==> config.mk <==
export PLATFORM = sky130hd
export DESIGN_NAME = alsu_stim_driver_flat
export DESIGN_NICKNAME = d
export VERILOG_FILES = /design/src/rtl/alsu_drv_pkg.sv /design/src/rtl/alsu_drv_if.sv /design/src/rtl/alsu_drv_stats.sv /design/src/rtl/alsu_stim_driver.sv /design/src/flat_wrapper.sv
export SDC_FILE = /design/constraint.sdc
export NUM_CORES = 1
export LEC_CHECK = 0
export CAP_MARGIN = 20
export CORE_ASPECT_RATIO = 0.5
export CORE_MARGIN = 2
export CORE_UTILIZATION = 31
export DETAILED_ROUTE_END_ITERATION = 8
export HOLD_SLACK_MARGIN = 0.12
export PLACE_DENSITY_LB_ADDON = 0.1
export SYNTH_ARGS = -nofsm -noshare
export SYNTH_HDL_FRONTEND = slang
export SYNTH_SLANG_ARGS = --single-unit
==> constraint.sdc <==
create_clock -name clk -period 2.7 [get_ports clk]
set_input_delay 0.54 -clock clk [delete_from_list [all_inputs] [get_ports clk]]
set_output_delay 0.54 -clock clk [all_outputs]
set_load 0.02 [all_outputs]
==> src/rtl/alsu_drv_pkg.sv <==
`default_nettype none
// ============================================================================
//  Module      : alsu_drv_pkg
//  Description : Shared types and constants for the ALSU stimulus driver.
//                The ALSU_DRV_STATS_EN build macro is consumed by the top.
//  Revision    : 1.0 - initial release
// ============================================================================
package alsu_drv_pkg;

    localparam int unsigned c_default_latency = 2;
    localparam int unsigned c_cmd_w           = 16;
    localparam int unsigned c_cnt_w           = 16;

    // Bit positions of the fields inside the packed command word
    localparam int unsigned c_a_lsb         = 0;
    localparam int unsigned c_b_lsb         = 3;
    localparam int unsigned c_op_lsb        = 6;
    localparam int unsigned c_cin_bit       = 9;
    localparam int unsigned c_serial_in_bit = 10;
    localparam int unsigned c_dir_bit       = 11;
    localparam int unsigned c_red_op_a_bit  = 12;
    localparam int unsigned c_red_op_b_bit  = 13;
    localparam int unsigned c_bypass_a_bit  = 14;
    localparam int unsigned c_bypass_b_bit  = 15;

    typedef enum logic [1:0] {
        ST_IDLE  = 2'd0,
        ST_DRIVE = 2'd1,
        ST_WAIT  = 2'd2,
        ST_RESP  = 2'd3
    } drv_state_e;

    typedef struct packed {
        logic       bypass_b;
        logic       bypass_a;
        logic       red_op_b;
        logic       red_op_a;
        logic       dir;
        logic       serial_in;
        logic       cin;
        logic [2:0] op;
        logic [2:0] b;
        logic [2:0] a;
    } alsu_pins_t;

    // Bypass of a zero operand: the ALSU outputs 0 and never re-runs a
    // stateful or invalid operation while the driver is not commanding it.
    localparam alsu_pins_t c_idle_pins = '{
        bypass_b  : 1'b0,
        bypass_a  : 1'b1,
        red_op_b  : 1'b0,
        red_op_a  : 1'b0,
        dir       : 1'b0,
        serial_in : 1'b0,
        cin       : 1'b0,
        op        : 3'd0,
        b         : 3'd0,
        a         : 3'd0
    };

    function automatic alsu_pins_t cmd_to_pins(input logic [c_cmd_w-1:0] cmd);
        alsu_pins_t p;
        p.a         = cmd[c_a_lsb  +: 3];
        p.b         = cmd[c_b_lsb  +: 3];
        p.op        = cmd[c_op_lsb +: 3];
        p.cin       = cmd[c_cin_bit];
        p.serial_in = cmd[c_serial_in_bit];
        p.dir       = cmd[c_dir_bit];
        p.red_op_a  = cmd[c_red_op_a_bit];
        p.red_op_b  = cmd[c_red_op_b_bit];
        p.bypass_a  = cmd[c_bypass_a_bit];
        p.bypass_b  = cmd[c_bypass_b_bit];
        return p;
    endfunction

    function automatic logic [c_cnt_w-1:0] sat_inc(input logic [c_cnt_w-1:0] v);
        return (v == {c_cnt_w{1'b1}}) ? v : v + {{(c_cnt_w-1){1'b0}}, 1'b1};
    endfunction

endpackage
`default_nettype wire

==> src/rtl/alsu_drv_if.sv <==
`default_nettype none
// ============================================================================
//  Module      : alsu_drv_if
//  Description : Command and response valid/ready channels of the driver.
//  Revision    : 1.0 - initial release
// ============================================================================
interface alsu_drv_if;

    logic        cmd_valid;
    logic        cmd_ready;
    logic [15:0] cmd_data;

    logic        rsp_valid;
    logic        rsp_ready;
    logic [5:0]  rsp_out;
    logic [15:0] rsp_leds;
    logic        rsp_err;

    // Sequencer side
    modport master (
        output cmd_valid, cmd_data, rsp_ready,
        input  cmd_ready, rsp_valid, rsp_out, rsp_leds, rsp_err
    );

    // Driver side
    modport slave (
        input  cmd_valid, cmd_data, rsp_ready,
        output cmd_ready, rsp_valid, rsp_out, rsp_leds, rsp_err
    );

endinterface
`default_nettype wire

==> src/rtl/alsu_drv_stats.sv <==
`default_nettype none
// ============================================================================
//  Module      : alsu_drv_stats
//  Description : Saturating counters of completed and erroneous responses.
//  Revision    : 1.0 - initial release
// ============================================================================
module alsu_drv_stats
    import alsu_drv_pkg::*;
(
    input  wire logic               clk,
    input  wire logic               rst,
    input  wire logic               i_rsp_done,
    input  wire logic               i_rsp_err,
    output logic [c_cnt_w-1:0]      o_txn_count,
    output logic [c_cnt_w-1:0]      o_err_count
);

    logic [c_cnt_w-1:0] txn_count_q, txn_count_d;
    logic [c_cnt_w-1:0] err_count_q, err_count_d;

    always_comb begin
        txn_count_d = txn_count_q;
        err_count_d = err_count_q;
        if (i_rsp_done) begin
            txn_count_d = sat_inc(txn_count_q);
            if (i_rsp_err) begin
                err_count_d = sat_inc(err_count_q);
            end
        end
    end

    always_ff @(posedge clk or posedge rst) begin
        if (rst) begin
            txn_count_q <= '0;
            err_count_q <= '0;
        end else begin
            txn_count_q <= txn_count_d;
            err_count_q <= err_count_d;
        end
    end

    assign o_txn_count = txn_count_q;
    assign o_err_count = err_count_q;

endmodule
`default_nettype wire

==> src/rtl/alsu_stim_driver.sv <==
`default_nettype none
// ============================================================================
//  Module      : alsu_stim_driver
//  Description : One-at-a-time transaction initiator for the registered ALSU.
//                Define ALSU_DRV_STATS_EN to build the txn/err counters.
//  Revision    : 1.0 - initial release
// ============================================================================
module alsu_stim_driver
    import alsu_drv_pkg::*;
#(
    parameter int unsigned LATENCY = c_default_latency
) (
    input  wire logic         clk,
    input  wire logic         rst,
    alsu_drv_if.slave         bus,
    output logic [2:0]        alsu_a,
    output logic [2:0]        alsu_b,
    output logic [2:0]        alsu_op,
    output logic              alsu_cin,
    output logic              alsu_serial_in,
    output logic              alsu_dir,
    output logic              alsu_red_op_a,
    output logic              alsu_red_op_b,
    output logic              alsu_bypass_a,
    output logic              alsu_bypass_b,
    input  wire logic [5:0]   alsu_out,
    input  wire logic [15:0]  alsu_leds,
    output logic [15:0]       txn_count,
    output logic [15:0]       err_count
);

    localparam logic [3:0] c_wait_init = 4'(LATENCY - 1);

    drv_state_e  state_q, state_d;
    alsu_pins_t  pins_q, pins_d;
    logic [15:0] leds_pre_q, leds_pre_d;
    logic [3:0]  wait_cnt_q, wait_cnt_d;
    logic [5:0]  rsp_out_q, rsp_out_d;
    logic [15:0] rsp_leds_q, rsp_leds_d;
    logic        rsp_err_q, rsp_err_d;

    always_comb begin
        state_d    = state_q;
        pins_d     = pins_q;
        leds_pre_d = leds_pre_q;
        wait_cnt_d = wait_cnt_q;
        rsp_out_d  = rsp_out_q;
        rsp_leds_d = rsp_leds_q;
        rsp_err_d  = rsp_err_q;

        unique case (state_q)
            ST_IDLE: begin
                if (bus.cmd_valid) begin
                    pins_d     = cmd_to_pins(bus.cmd_data);
                    leds_pre_d = alsu_leds;
                    state_d    = ST_DRIVE;
                end
            end
            ST_DRIVE: begin
                pins_d     = c_idle_pins;
                wait_cnt_d = c_wait_init;
                state_d    = ST_WAIT;
            end
            ST_WAIT: begin
                // Any LED movement across the transaction flags an invalid op
                if (wait_cnt_q == 4'd0) begin
                    rsp_out_d  = alsu_out;
                    rsp_leds_d = alsu_leds;
                    rsp_err_d  = (alsu_leds != leds_pre_q);
                    state_d    = ST_RESP;
                end else begin
                    wait_cnt_d = wait_cnt_q - 4'd1;
                end
            end
            ST_RESP: begin
                if (bus.rsp_ready) begin
                    state_d = ST_IDLE;
                end
            end
            default: begin
                state_d = ST_IDLE;
                pins_d  = c_idle_pins;
            end
        endcase
    end

    always_ff @(posedge clk or posedge rst) begin
        if (rst) begin
            state_q    <= ST_IDLE;
            pins_q     <= c_idle_pins;
            leds_pre_q <= '0;
            wait_cnt_q <= '0;
            rsp_out_q  <= '0;
            rsp_leds_q <= '0;
            rsp_err_q  <= 1'b0;
        end else begin
            state_q    <= state_d;
            pins_q     <= pins_d;
            leds_pre_q <= leds_pre_d;
            wait_cnt_q <= wait_cnt_d;
            rsp_out_q  <= rsp_out_d;
            rsp_leds_q <= rsp_leds_d;
            rsp_err_q  <= rsp_err_d;
        end
    end

    assign bus.cmd_ready = (state_q == ST_IDLE);
    assign bus.rsp_valid = (state_q == ST_RESP);
    assign bus.rsp_out   = rsp_out_q;
    assign bus.rsp_leds  = rsp_leds_q;
    assign bus.rsp_err   = rsp_err_q;

    assign alsu_a         = pins_q.a;
    assign alsu_b         = pins_q.b;
    assign alsu_op        = pins_q.op;
    assign alsu_cin       = pins_q.cin;
    assign alsu_serial_in = pins_q.serial_in;
    assign alsu_dir       = pins_q.dir;
    assign alsu_red_op_a  = pins_q.red_op_a;
    assign alsu_red_op_b  = pins_q.red_op_b;
    assign alsu_bypass_a  = pins_q.bypass_a;
    assign alsu_bypass_b  = pins_q.bypass_b;

`ifdef ALSU_DRV_STATS_EN
    logic w_rsp_done;
    assign w_rsp_done = (state_q == ST_RESP) && bus.rsp_ready;

    alsu_drv_stats u_stats (
        .clk         (clk),
        .rst         (rst),
        .i_rsp_done  (w_rsp_done),
        .i_rsp_err   (rsp_err_q),
        .o_txn_count (txn_count),
        .o_err_count (err_count)
    );
`else
    assign txn_count = '0;
    assign err_count = '0;
`endif

endmodule
`default_nettype wire

==> src/flat_wrapper.sv <==
// flat-port wrapper written by rule: the top's interface ports become plain ports
module alsu_stim_driver_flat import alsu_drv_pkg::*;
#(
    parameter int unsigned LATENCY = c_default_latency
)
  (clk, rst, alsu_a, alsu_b, alsu_op, alsu_cin, alsu_serial_in, alsu_dir, alsu_red_op_a, alsu_red_op_b, alsu_bypass_a, alsu_bypass_b, alsu_out, alsu_leds, txn_count, err_count, bus_cmd_valid, bus_cmd_data, bus_rsp_ready, bus_cmd_ready, bus_rsp_valid, bus_rsp_out, bus_rsp_leds, bus_rsp_err);
  alsu_drv_if bus_i ();
  input  wire logic clk;
  input  wire logic rst;
  output logic [2:0] alsu_a;
  output logic [2:0] alsu_b;
  output logic [2:0] alsu_op;
  output logic alsu_cin;
  output logic alsu_serial_in;
  output logic alsu_dir;
  output logic alsu_red_op_a;
  output logic alsu_red_op_b;
  output logic alsu_bypass_a;
  output logic alsu_bypass_b;
  input  wire logic [5:0] alsu_out;
  input  wire logic [15:0] alsu_leds;
  output logic [15:0] txn_count;
  output logic [15:0] err_count;
  input wire logic [$bits(bus_i.cmd_valid)-1:0] bus_cmd_valid;
  input wire logic [$bits(bus_i.cmd_data)-1:0] bus_cmd_data;
  input wire logic [$bits(bus_i.rsp_ready)-1:0] bus_rsp_ready;
  output wire logic [$bits(bus_i.cmd_ready)-1:0] bus_cmd_ready;
  output wire logic [$bits(bus_i.rsp_valid)-1:0] bus_rsp_valid;
  output wire logic [$bits(bus_i.rsp_out)-1:0] bus_rsp_out;
  output wire logic [$bits(bus_i.rsp_leds)-1:0] bus_rsp_leds;
  output wire logic [$bits(bus_i.rsp_err)-1:0] bus_rsp_err;
  assign bus_i.cmd_valid = bus_cmd_valid;
  assign bus_i.cmd_data = bus_cmd_data;
  assign bus_i.rsp_ready = bus_rsp_ready;
  assign bus_cmd_ready = bus_i.cmd_ready;
  assign bus_rsp_valid = bus_i.rsp_valid;
  assign bus_rsp_out = bus_i.rsp_out;
  assign bus_rsp_leds = bus_i.rsp_leds;
  assign bus_rsp_err = bus_i.rsp_err;
  alsu_stim_driver #(.LATENCY(LATENCY)) u_core (.clk(clk), .rst(rst), .bus(bus_i), .alsu_a(alsu_a), .alsu_b(alsu_b), .alsu_op(alsu_op), .alsu_cin(alsu_cin), .alsu_serial_in(alsu_serial_in), .alsu_dir(alsu_dir), .alsu_red_op_a(alsu_red_op_a), .alsu_red_op_b(alsu_red_op_b), .alsu_bypass_a(alsu_bypass_a), .alsu_bypass_b(alsu_bypass_b), .alsu_out(alsu_out), .alsu_leds(alsu_leds), .txn_count(txn_count), .err_count(err_count));
endmodule
==> key figures, run 1 <==
Routing
  – DR WL/cell: ~14 um
  – Vias per Instance: roughly 4.4
  – Initial DRC Count: 83
  – Drt first pass iters: 4
  – Routed Antenna Nets: 0
  – Via count: 1901
  – Total routed wirelength: 5930 um
  – Detailed-route DRC error count: 0

Setup path
  – Worst Path Arrival: 1.92 ns
  – Crit path kind: flop to primary output
  – Startpoint Class: flop
  – Worst R2R Start: u_core.state_q[0]
  – Crit path capture: bus_cmd_ready
  – Crit-path max FO: 11
  – CP required: 2.16 ns
  – Worst reg-to-reg setup slack: 0.66 ns
  – Endpoint class of the critical path: primary output
  – Worst setup path startpoint: u_core.state_q[0]
  – Reg2reg path depth: 5
  – Reg-to-Reg End: u_core.alsu_red_op_a

Power and ir drop
  – Static leakage: about 0.0017 uW
  – Pwr dens: 1210 nW/um^2
  – Peak supply drop: 0.000486 V
  – Final Power: 4770 uW

Floorplanning
  – Die Height: just over 70 um
  – Die width: 139 um
  – Die area: 10000 um^2
  – Ports: 115
  – Initial Utilization: 32.3%
  – CORE AREA: 8800 um^2
  – FP Rows: 24

Clocking
  – Postcts setup bufs: 0
  – Root Driver: clkbuf_16
  – CTS sink cnt: 61
  – Clk_lat worst skew: 0.32 ns
  – Num CTS Buffers: 9
  – PostCTS Resize Cnt: 0
  – CTS clock-pin slew for the worst setup and hold paths: approximately 0.050 ns
  – Cts hold-fix bufs: 0
  – Clk buf depth: 2
  – H-tree levels: 3
  – CTS tree: yes

Cells and area
  – Final net count: 358
  – Most frequent cells in the layout: clkdlybuf4s50_1 (82), dfrtp_1 (60), mux2_2 (38)
  – Final cell count without fillers: 431
  – Antenna diodes: 0
  – Layout Area Growth over Synthesis: 39.0%
  – Most common cell after layout, fill and taps aside: clkdlybuf4s50_1
  – Share of cells above drive strength 1: 19.1%

Timing
  – Part of the cycle the worst path needs: roughly nine tenths
  – Post-route setup TNS: 0 ns
  – Tmin final: 2.46 ns
  – Measured slew at the worst slew-check pin: 0.887 ns
  – Final hold viol count: 0
  – Max frequency: 406 MHz
  – Slew Limit Fails: 0
  – Slew HR: 40.6%
  – Clk_skew: between 0.005 and 0.006 ns
  – RSZ-0062 raised after global routing: no
  – Final Setup Violations: 0

Synth
  – YS warnings: 0
  – Cell count after synthesis: 221
  – Top cell type's share of synthesized area: 52.8%
  – Top cells by area, synth: dfrtp_1 (53%), mux2_2 (15%), buf_4 (8.4%)
  – Synth Register Bits: around 60
  – Post-synth cell types: 30
  – Area leader, netlist: dfrtp_1
  – Most used DFF post-synth: dfrtp_1
  – Seq/Total Area, Yosys: 53.7%
  – Post-synth EDFFs: 0
  – Syn Std Cell Area: around 2800 um^2
  – Synth async-reset ratio: 100%
  – Mapped Avg Cell Area: 12.9 um^2

Placed design
  – Cells after DPL: 417
  – IO buf count: 82
  – Final GP Congestion: 0.683
  – DP Wirelength: 4090 um

GRT
  – Initial antenna violation count: 0
  – First-pass GRT wire length: 9940 um
  – Vias in the first global route: 1965
  – GR Util All Layers: 12.9%
  – Largest net degree at the start of global routing: 62
  – Remaining Overflow, GRT: 0

Min path
  – Hold WC Path Type: flop to flop
  – Hold Path Depth: 1
  – Hold Startpoint: u_core.bus.rsp_leds[0]

Outcome
  – Status: completed

Job
  – Max Cap Viol: 0
layer usage:
metal / vias up / wire length [um] / GRT usage (%)
li1: 886 / - / -
met1: 935 / 2510 / 15.1
met2: 70 / 2940 / 21.4
met3: 10 / 374 / 4.68
met4: 0 / 110 / 6.40
met5: - / 0 / 0
final cells by class:
| class | count | area (um^2) |
|---|---|---|
| Sequential cell | 61 | 1530 |
| Tap cell | 117 | 146 |
| Timing Repair Buffer | 86 | 863 |
| Multi-Input combinational cell | 146 | 1120 |
| Inverter | 7 | 26.3 |
| Clock buffer | 12 | 256 |
| Fill cell | 825 | 4840 |
| Clock inverter | 2 | 10.0 |
synthesized netlist by cell type (all sizes together), types with 2 or more instances:
| library cell | n |
|---|---|
| nor2b | 3 |
| nand2 | 4 |
| inv | 7 |
| dfrtp | 60 |
| and3 | 2 |
| o31ai | 2 |
| a31oi | 3 |
| nor2 | 5 |
| o22a | 2 |
| nor3 | 2 |
| o21ai | 7 |
| nand4 | 4 |
| a22o | 13 |
| mux2 | 39 |
| xnor2 | 16 |
| ha | 5 |
| buf | 38 |
| nand2b | 3 |
worst min path at each step:
| stage | slack, ns | end |
|---|---|---|
| 2_1_floorplan | 0.48 | u_core.wait_cnt_q[0] |
| 3_3_place_gp | 0.47 | u_core.bus.rsp_leds[0] |
| 3_5_place_dp | 0.47 | u_core.bus.rsp_leds[0] |
| 4_1_cts | 0.49 | u_core.bus.rsp_leds[0] |
| 5_1_grt | 0.51 | u_core.alsu_op[2] |
| 6_report | 0.48 | u_core.bus.rsp_leds[0] |
cell families (layout without fill, tap and decap cells):
kind of cell / count (synthesis) / in the layout / synth area share [%]
AOI/OAI and AO/OA: 29 / 29 / 7.48
xor gates and xnor gates: 16 / 16 / 4.93
adders and majority gates: 5 / 5 / 2.20
buffers and inverters: 45 / 107 / 10.9
DFF: 61 / 61 / 53.7
muxes: 40 / 40 / 15.8
other: 1 / 32 / 0.132
and+or+nand+nor: 24 / 24 / 4.88
per-stage QoR:
stage | hold slack [ns] | util [%] | setup slack, ns | instance area, um^2
2_1_floorplan | 0.478 | - | 0.649 | 2960
3_3_place_gp | 0.475 | 41.9 | 0.609 | 3690
3_5_place_dp | 0.474 | 41.9 | 0.453 | 3690
4_1_cts | 0.485 | 44.9 | 0.219 | 3950
5_1_grt | 0.514 | 44.9 | 0.124 | 3950
6_report | 0.483 | 44.9 | 0.237 | 3950
critical path, cell delays in order (launching register included):
cell	delay, ns
dfrtp_1	0.39
inv_1	0.11
ha_1	0.41
clkdlybuf4s50_1	0.68
report_power, final:
part           internal [uW]  switching, uW  leakage (uW)
Combinational           1120           1010      0.000812
Sequential              1350            255      0.000741
Clock                    656            374      0.000134
state kept, by name, indices dropped and copies added (netlist names):
name and cells:
u_core.bus.rsp_out 6, u_core.alsu_bypass_b 1, u_core.alsu_a 3, u_core.alsu_red_op_a 1, u_core.alsu_op 3, u_core.alsu_serial_in 1
u_core.bus.rsp_leds 16, u_core.alsu_dir 1, u_core.alsu_red_op_b 1, u_core.leds_pre_q 16, u_core.alsu_cin 1, u_core.wait_cnt_q 4
u_core.bus.rsp_err 1, u_core.alsu_bypass_a 1, u_core.state_q 2, u_core.alsu_b 3
Power figures use the tool's default switching activity.
==> run 2, diff against run 1 <==
- PLACE_DENSITY_LB_ADDON: 0.1 -> not set
==> key figures, run 2 (synthesis results as in run 1) <==
Cells and area
  – Antenna diodes: 0 (unchanged)
  – Share of cells above drive strength 1: 19.3% (+0.20 points)
  – Post-layout util: 45.3% (+0.31 points)
  – Final cell count without fillers: 433 (+0.46%)
  – Post-route cell area: 3980 um^2 (+0.70%)
  – Final net count: 358 (unchanged)
  – Layout Area Growth over Synthesis: 40.0%
  – Most frequent cells in the layout: clkdlybuf4s50_1 (82), dfrtp_1 (60), mux2_2 (38)
  – Most common cell after layout, fill and taps aside: clkdlybuf4s50_1
  – Fill cells: 803 (-2.7%)

Floorplanning
  – Die area: 10000 um^2 (unchanged)
  – CORE AREA: 8800 um^2 (unchanged)
  – Initial Utilization: 32.3% (unchanged)
  – FP Rows: 24 (unchanged)
  – Ports: 115 (unchanged)
  – Die Height: 71.7 um (unchanged)
  – Die width: 139 um (unchanged)

GRT
  – Remaining Overflow, GRT: 0 (unchanged)
  – GR Util All Layers: 12.2% (-0.70 points)
  – Largest net degree at the start of global routing: 40 (-35%)
  – Initial antenna violation count: 0 (unchanged)
  – First-pass GRT wire length: 9520 um (-4.2%)
  – Vias in the first global route: 1913 (-2.6%)

Setup path
  – Crit-path max FO: 11 (unchanged)
  – Worst R2R Start: u_core.state_q[0]
  – Endpoint class of the critical path: primary output
  – CP required: 2.16 ns (about the same)
  – Worst reg-to-reg setup slack: 0.72 ns (+0.06 ns)
  – Reg2reg path depth: 5 (unchanged)
  – Startpoint Class: flop
  – Crit path kind: flop to primary output
  – Worst Path Arrival: 1.86 ns (-0.06 ns)
  – Reg-to-Reg End: u_core.alsu_a[1]

Power and ir drop
  – Power share of the clock group: 22.9% (+1.3 points)
  – Static leakage: 0.00170 uW (+0.49%)
  – Sw frac: 34.0% (-0.32 points)
  – Logic pwr share: 43.9% (-0.8 points)
  – Switching pwr: 1660 uW (+1.1%)
  – Int Pwr: 3210 uW (+2.5%)
  – Pwr dens: 1220 nW/um^2 (+1.3%)
  – Sequential fraction of design power: 33.1% (-0.6 points)
  – Peak supply drop: 0.000431 V (-11%)

Clocking
  – CTS clock-pin slew for the worst setup and hold paths: 0.05 ns (about the same)
  – Cts hold-fix bufs: 0 (unchanged)
  – Clk_lat worst skew: 0.32 ns (about the same)
  – PostCTS Resize Cnt: 0 (unchanged)
  – Postcts setup bufs: 0 (unchanged)
  – CTS tree: yes
  – Root Driver: clkbuf_16
  – Clk buf depth: 2 (unchanged)
  – H-tree levels: 3 (unchanged)
  – Num CTS Buffers: 9 (unchanged)
  – CTS sink cnt: 61 (unchanged)

Routing
  – Routed Antenna Nets: 0 (unchanged)
  – Vias per Instance: 4.39 (-0.51%)
  – DR WL/cell: 13.6 um (-1.0%)
  – Detailed-route DRC error count: 0 (unchanged)
  – Initial DRC Count: 86 (+3.6%)
  – Via count: 1900 (-0.053%)
  – Total routed wirelength: 5900 um (-0.54%)
  – Drt first pass iters: 4 (unchanged)

Min path
  – Hold Path Depth: 1 (unchanged)
  – Hold Startpoint: u_core.bus.rsp_leds[0]
  – Hold Crit Endpoint: u_core.bus.rsp_leds[0]
  – Hold WC Path Type: flop to flop

Timing
  – Final setup margin: 0.300 ns (+0.0630 ns)
  – RSZ-0062 raised after global routing: no
  – Clk_skew: 0.00722 ns (+0.00128 ns)
  – Part of the cycle the worst path needs: 88.9% (-2.3 points)
  – Slew HR: 40.6% (about the same)
  – Final Setup Violations: 0 (unchanged)
  – Final hold viol count: 0 (unchanged)
  – Max frequency: 417 MHz (+2.6%)
  – Post-route setup TNS: 0 ns (unchanged)
  – Measured slew at the worst slew-check pin: 0.888 ns (+0.000568 ns)
  – Tmin final: 2.40 ns (-0.0630 ns)
  – Slew Limit Fails: 0 (unchanged)

Placed design
  – DP Wirelength: 4280 um (+4.6%)
  – Final GP Congestion: 0.704 (+3.2%)
  – Cells after DPL: 417 (unchanged)
  – Post-DP Area: 3690 um^2 (unchanged)
  – IO buf count: 82 (unchanged)
  – Pre-CTS WS: 0.532 ns (+0.0788 ns)

Job
  – Max Cap Viol: 0 (unchanged)

Outcome
  – Status: completed
-- run 2: cell types whose count changed in the layout (fill, tap and decap cells not counted), sizes merged --
cell | before | now
clkinvlp | 0 | 1
bufinv | 0 | 1
-- run 2: final cells by class --
cell class                 count  area (um^2)  area share (%)
sequential                    61         1530            38.4
multi-input combinational    146         1120            28.2
inverter                       7         26.3           0.660
timing repair buffer          86          863            21.7
clock inverter                 4         47.5            1.19
clock buffer                  12          246            6.19
tap                          117          146            3.68
-- run 2: worst max-delay path by stage --
stage | cells past startpoint | start | to
global route | 3 | u_core.state_q[0] | bus_cmd_ready
global placement | 4 | bus_cmd_valid | u_core.alsu_b[0]
finish | 3 | u_core.state_q[0] | bus_cmd_ready
floorplan | 1 | rst | u_core.alsu_a[0]
CTS | 3 | u_core.state_q[0] | bus_cmd_ready
detailed placement | 4 | bus_cmd_valid | u_core.alsu_a[0]
-- run 2: metrics by stage --
step	total power (uW)	hold slack (ns)
5_1_grt	5160	0.515
4_1_cts	4940	0.501
6_report	4870	0.488
3_5_place_dp	3780	0.489
3_3_place_gp	3700	0.471
2_1_floorplan	2970	0.478
-- run 2: power by group through the flow --
stage	logic, uW	registers (uW)	clock network [uW]
final	2140	1610	1120
after global routing	2300	1670	1200
after CTS	2170	1610	1160
after detailed placement	2160	1620	0
after global placement	2100	1610	0
after floorplan	1060	1910	0
-- run 2: critical path: stages (launching register included) --
cell,delay [ns]
dfrtp_1,0.40
inv_1,0.10
ha_1,0.36
clkdlybuf4s50_1,0.68
-- run 2: routing by layer --
layer	up-vias	wire (um)	part of all wire [%]	track usage (%)
li1	883	-	-	-
met5	-	0	0	0
met3	9	326	5.5	4.01
met2	75	2910	49	20.8
met1	933	2570	44	14.3
met4	0	102	1.7	5.72
==> run 3, diff against run 2 <==
- CAP_MARGIN: 20 -> not set
==> results of run 3 <==
Final layout, timing and power as in run 2 (identical DEF).
